File: config.mk
export PLATFORM = sky130hd
export DESIGN_NAME = rom_frame_serializer
export DESIGN_NICKNAME = d
export VERILOG_FILES = /design/src/rtl/rom_frame_serializer.sv
export SDC_FILE = /design/constraint.sdc
export NUM_CORES = 1
export LEC_CHECK = 0
export ABC_AREA = 1
export BUFFER_PORTS_ARGS = -buffer_cell sky130_fd_sc_hd__buf_2
export CAP_MARGIN = 20
export CORE_ASPECT_RATIO = 0.7
export CORE_MARGIN = 4
export CORE_UTILIZATION = 35
export CTS_CLUSTER_DIAMETER = 60
export DETAILED_ROUTE_END_ITERATION = 7
export PLACE_DENSITY = 0.58
export SYNTH_ARGS = -nofsm -noshare
export SYNTH_HDL_FRONTEND = slang
export SYNTH_SLANG_ARGS = --single-unit
export TNS_END_PERCENT = 5
File: constraint.sdc
create_clock -name clk -period 2.05 [get_ports clk]
set_input_delay 0.1025 -clock clk [delete_from_list [all_inputs] [get_ports clk]]
set_output_delay 0.1025 -clock clk [all_outputs]
set_load 0.03 [all_outputs]
File: src/rtl/rom_frame_serializer.sv
// -----------------------------------------------------------------------------
// rom_frame_serializer
//
// Purpose:
//   Walks the pattern ROM from address 0 up to LAST_ADDR. For each address it
//   captures the ROM word, which the ROM registers one clock after rom_addr.
//   It then shifts the word out on ser_clk/ser_data to the LED driver chain and
//   pulses latch once per word. A single start request produces one full frame,
//   which ends with a one-clock done pulse.
//
// Build option:
//   SERIALIZER_LSB_FIRST_EN  defined   -> bit 0 of each word is shifted first.
//                            undefined -> MSB first (default).
//   Timing, latch and done behave the same in both builds.
//
// Parameters:
//   ADDR_WIDTH  ROM address width
//   DATA_WIDTH  ROM word width, which is also the number of bits shifted per word
//   LAST_ADDR   last address sequenced (frame covers 0..LAST_ADDR)
//   SCLK_DIV    clk cycles per ser_clk half-period (>= 1)
//
// Ports:
//   clk       in   system clock, all state on rising edge
//   reset     in   asynchronous active-high reset
//   start     in   frame request, sampled only while idle
//   rom_addr  out  registered ROM address
//   rom_data  in   registered ROM output (valid 1 clk after rom_addr)
//   ser_clk   out  serial clock (driver samples ser_data on rising edge)
//   ser_data  out  serial data
//   latch     out  1-clk pulse after the last bit of each word
//   busy      out  high whenever a frame is in progress
//   done      out  1-clk pulse in the first idle cycle after a frame
// -----------------------------------------------------------------------------
module rom_frame_serializer #(
   parameter int ADDR_WIDTH = 4,
   parameter int DATA_WIDTH = 8,
   parameter int LAST_ADDR  = 15,
   parameter int SCLK_DIV   = 2
) (
   input  logic                  clk,
   input  logic                  reset,
   input  logic                  start,
   output logic [ADDR_WIDTH-1:0] rom_addr,
   input  logic [DATA_WIDTH-1:0] rom_data,
   output logic                  ser_clk,
   output logic                  ser_data,
   output logic                  latch,
   output logic                  busy,
   output logic                  done
);

   typedef enum logic [1:0] {IDLE, FETCH, SHIFT, LATCH} state_t;

   // Counter widths are kept at least 1 bit wide so SCLK_DIV=1 still works.
   localparam int DIV_W = (SCLK_DIV > 1) ? $clog2(SCLK_DIV) : 1;
   localparam int BIT_W = (DATA_WIDTH > 1) ? $clog2(DATA_WIDTH) : 1;

   localparam logic [DIV_W-1:0]      DIV_LAST  = DIV_W'(SCLK_DIV - 1);
   localparam logic [BIT_W-1:0]      BIT_LAST  = BIT_W'(DATA_WIDTH - 1);
   localparam logic [ADDR_WIDTH-1:0] ADDR_LAST = ADDR_WIDTH'(LAST_ADDR);

   state_t                state;
   logic                  fetch_cnt;
   logic [DIV_W-1:0]      div_cnt;
   logic [BIT_W-1:0]      bit_cnt;
   logic [DATA_WIDTH-1:0] shift_reg;

   // The bit that goes out next is always kept at one end of shift_reg.
   // Advancing the register brings the following bit to that end.
`ifdef SERIALIZER_LSB_FIRST_EN
   function automatic logic lead_bit(input logic [DATA_WIDTH-1:0] w);
      return w[0];
   endfunction

   function automatic logic [DATA_WIDTH-1:0] advance(input logic [DATA_WIDTH-1:0] w);
      return w >> 1;
   endfunction
`else
   function automatic logic lead_bit(input logic [DATA_WIDTH-1:0] w);
      return w[DATA_WIDTH-1];
   endfunction

   function automatic logic [DATA_WIDTH-1:0] advance(input logic [DATA_WIDTH-1:0] w);
      return w << 1;
   endfunction
`endif

   always_ff @(posedge clk or posedge reset) begin
      if (reset) begin
         state     <= IDLE;
         rom_addr  <= '0;
         ser_clk   <= 1'b0;
         ser_data  <= 1'b0;
         latch     <= 1'b0;
         busy      <= 1'b0;
         done      <= 1'b0;
         fetch_cnt <= 1'b0;
         div_cnt   <= '0;
         bit_cnt   <= '0;
         shift_reg <= '0;
      end else begin
         latch <= 1'b0;
         done  <= 1'b0;
         case (state)
            IDLE: begin
               if (start) begin
                  state     <= FETCH;
                  rom_addr  <= '0;
                  fetch_cnt <= 1'b0;
                  busy      <= 1'b1;
               end
            end

            // First cycle: the ROM registers rom_addr.
            // Second cycle: rom_data is valid and is captured on exit.
            FETCH: begin
               if (!fetch_cnt) begin
                  fetch_cnt <= 1'b1;
               end else begin
                  state     <= SHIFT;
                  shift_reg <= rom_data;
                  ser_data  <= lead_bit(rom_data);
                  ser_clk   <= 1'b0;
                  bit_cnt   <= '0;
                  div_cnt   <= '0;
               end
            end

            // Each bit is a low half followed by a high half.
            // Each half lasts SCLK_DIV clocks.
            SHIFT: begin
               if (div_cnt != DIV_LAST) begin
                  div_cnt <= div_cnt + 1'b1;
               end else begin
                  div_cnt <= '0;
                  if (!ser_clk) begin
                     ser_clk <= 1'b1;
                  end else begin
                     ser_clk <= 1'b0;
                     if (bit_cnt == BIT_LAST) begin
                        state <= LATCH;
                        latch <= 1'b1;
                     end else begin
                        bit_cnt   <= bit_cnt + 1'b1;
                        shift_reg <= advance(shift_reg);
                        ser_data  <= lead_bit(advance(shift_reg));
                     end
                  end
               end
            end

            // latch is high for exactly this cycle.
            // ser_data keeps the last bit shifted.
            LATCH: begin
               fetch_cnt <= 1'b0;
               if (rom_addr == ADDR_LAST) begin
                  state    <= IDLE;
                  rom_addr <= '0;
                  busy     <= 1'b0;
                  done     <= 1'b1;
               end else begin
                  state    <= FETCH;
                  rom_addr <= rom_addr + 1'b1;
               end
            end

            default: state <= IDLE;
         endcase
      end
   end

endmodule

==> impl_metrics.csv <==
group,metric,value,unit
place,dpl-instance-area,1393,um^2
sta,setup_viol,0,
finish,antenna_cells,0,
detailed_routing,vias,1078,
floorplan,core,3276,um^2
power_and_ir_drop,power_switching,0.9483,mW
detailed_routing,routed_wl,2636,um
worst_setup_path,cp_num_cells,7,
synthesis,synth_top_family_by_area,"simple AND/OR/NAND/NOR gates",
cts,cts_buffer_depth,2,
finish,fillers,346,
cts,clk_pin_slew,80,ps
detailed_routing,highest_layer,"met4",
synthesis,ys_seq_area_share,46.32,%
synthesis,synthSimpleGateAreaFrac,32.93,%
synthesis,synthCells,157,
worst_setup_path,worst_setup_path_start_kind,"register",
power_and_ir_drop,pwr-share-clk,13.9,%
sta,fin_setup_tns,0,ps
sta,rsz0062_at_grt,"no",
sta,hold_viol,0,
detailed_routing,drc,0,
sta,maxSlewHeadroom,41.44,%
sta,fmax,563.5,MHz
synthesis,avgSynthCellArea,7.914,um^2
worst_setup_path,cp_slowest_cell,"dfrtp_1",
finish,final_core_util,43.93,%
power_and_ir_drop,p_per_area,1425,nW/um^2
power_and_ir_drop,internal_power,1.102,mW
finish,largest_reg_flops,7,
detailed_routing,first_pass_iters,4,
cts,cts-htree-levels,1,
finish,layout_commonest_cell,"nand2_1",
sta,period_share,86.57,%
floorplan,die_h,57.85,um
worst_setup_path,crit_path_max_fanout,11,
sta,layout_setup_ws,275.4,ps
place,gp_congestion,0.8467,
detailed_routing,wl_per_cell,11.66,um
grt,grt_remaining_overflow,0,
synthesis,syn_area,1242,um^2
cts,cts.sinks,23,
cts,cts_buffers,3,
detailed_routing,vias_per_cell,4.770,
sta,clock_skew,2.211,ps
worst_setup_path,cp_top_family,"simple AND/OR/NAND/NOR gates",
cts,hold_buffers,0,
finish,area_delta_synth_final,15.81,%
worst_setup_path,slowest_delay,420,ps
worst_setup_path,cp_common_cell,"nand2_1",
power_and_ir_drop,ir_worst_vdd,0.0004445,V
sta,whs,6.470,ps
detailed_routing,ant_nets,0,
finish,fin_area,1439,um^2
place,post-place-ws,285.2,ps
power_and_ir_drop,p_leak,0.8086,nW
place,hpwlAfterDp,1995,um
sta,slew_viol_final,0,
hold_path,worstHoldPathType,"input port to asynchronous set/reset pin",
grt,antenna_found_initial,0,
cts,postCtsSetupBuffers,0,
synthesis,yosysWarnings,0,
finish,layout-drive-gt1-share,16.76,%
finish,mostFrequentLayoutCells,"nand2_1, dfrtp_1, buf_2",
worst_setup_path,crit_chain,"inv_1, ha_1, buf_4, nand2_1, nand3_2, nand2_1, nand2_1",
flow_run,maxCapViolations,0,
power_and_ir_drop,combPwrFrac,49.6,%
floorplan,start_util,37.93,%
worst_setup_path,crit_type,"register to register",
detailed_routing,wl_met3,142,um
finish,fin_cells,226,
place,place_inst,222,
power_and_ir_drop,seq_power_share,36.6,%
worst_setup_path,cp.required,2210,ps
grt,grt_max_degree,24,
synthesis,synth_compound_area_share,5.337,%
worst_setup_path,critPathCaptureType,"register",
detailed_routing,wl_met2,1136,um
grt,grt_pass1_vias,972,
synthesis,synth.distinct_cells,19,
detailed_routing,met1_length,1321,um
synthesis,ys_ff_latch,23,
worst_setup_path,path_buf_inv,2,
power_and_ir_drop,switching_share,46.25,%
synthesis,muxShareOfSynthArea,0,%
sta,worst_pin_slew,877.5,ps
status,status,"finished clean",
detailed_routing,drt_iter0_drc,133,
synthesis,synth_xor_area_share,0.7049,%
sta,fin_crit,1775,ps
power_and_ir_drop,total_power,2.050,mW
synthesis,yosys.area_share.adder,8.056,%
cts,cts_tree,"done",
cts,postCtsResizedCells,0,
finish,nNetsFinal,199,
floorplan,die_w,79.21,um
grt,grt_use_total,13.13,%
place,numPortBuffers,19,
worst_setup_path,arrival,1940,ps
cts,root_buffer,"clkbuf_8",
synthesis,synth_nets,176,
floorplan,die-area,4582,um^2
cts,clk_latency,270,ps
worst_setup_path,r2r_cells,7,
grt,grt_pass1_wl,4657,um
floorplan,rows,17,
floorplan,ios,20,
## cells in the mapped netlist (all sizes together)
| cell | count | area (um^2) |
|---|---|---|
| o21ai | 7 | 38.78 |
| o21a | 1 | 7.510 |
| buf | 5 | 33.78 |
| dfrtp | 23 | 575.6 |
| ha | 8 | 100.1 |
| a21oi | 1 | 5.000 |
| inv | 13 | 48.79 |
| nand4 | 14 | 87.58 |
| nand2 | 71 | 266.5 |
| nand3 | 7 | 40.04 |
| nor2 | 4 | 15.01 |
| xor2 | 1 | 8.760 |
| o21bai | 2 | 15.01 |
## kinds of logic after synthesis
| kind of cell | Yosys count |
|---|---|
| simple gates | 96 |
| flops | 23 |
| buf+inv | 18 |
| compound gates | 11 |
| fa+ha+maj | 8 |
| xor+xnor | 1 |
## path summary, 6_finish.rpt
path                           endpoint          from  slack, ps
min in group clk           shift_reg[0]   rom_data[0]         80
max                          bit_cnt[0]      state[0]        280
max in group asynchronous      state[0]         reset       1500
min                                done         reset          6
min reg2reg                shift_reg[2]  shift_reg[2]        480
max reg2reg                  bit_cnt[0]      state[0]        280
## power groups by stage
stage	Sequential (mW)	Clock (mW)	Combinational (mW)
floorplan	0.798	0	0.724
global placement	0.755	0	0.994
detailed placement	0.757	0	1.02
CTS	0.749	0.299	1.02
global route	0.776	0.314	1.18
finish	0.750	0.284	1.02
## layer usage
metal / vias to the layer above / track usage (%)
met1: 502 / 18.44
met5: - / 0
met4: 0 / 4.412
li1: 552 / -
met2: 20 / 18.94
met3: 4 / 4.348
## final cells by class
class                   count  area (um^2)  share of cell area [%]
well taps                  47        58.81                   4.087
clock inverters             1        5.005                  0.3478
repair buffers             23        125.1                   8.696
inverters                  13        48.80                   3.391
flip-flops and latches     23        575.6                   40.00
clock buffers               3        41.29                   2.870
multi-input cells         116        584.3                   40.61
Power figures use the tool's default switching activity.
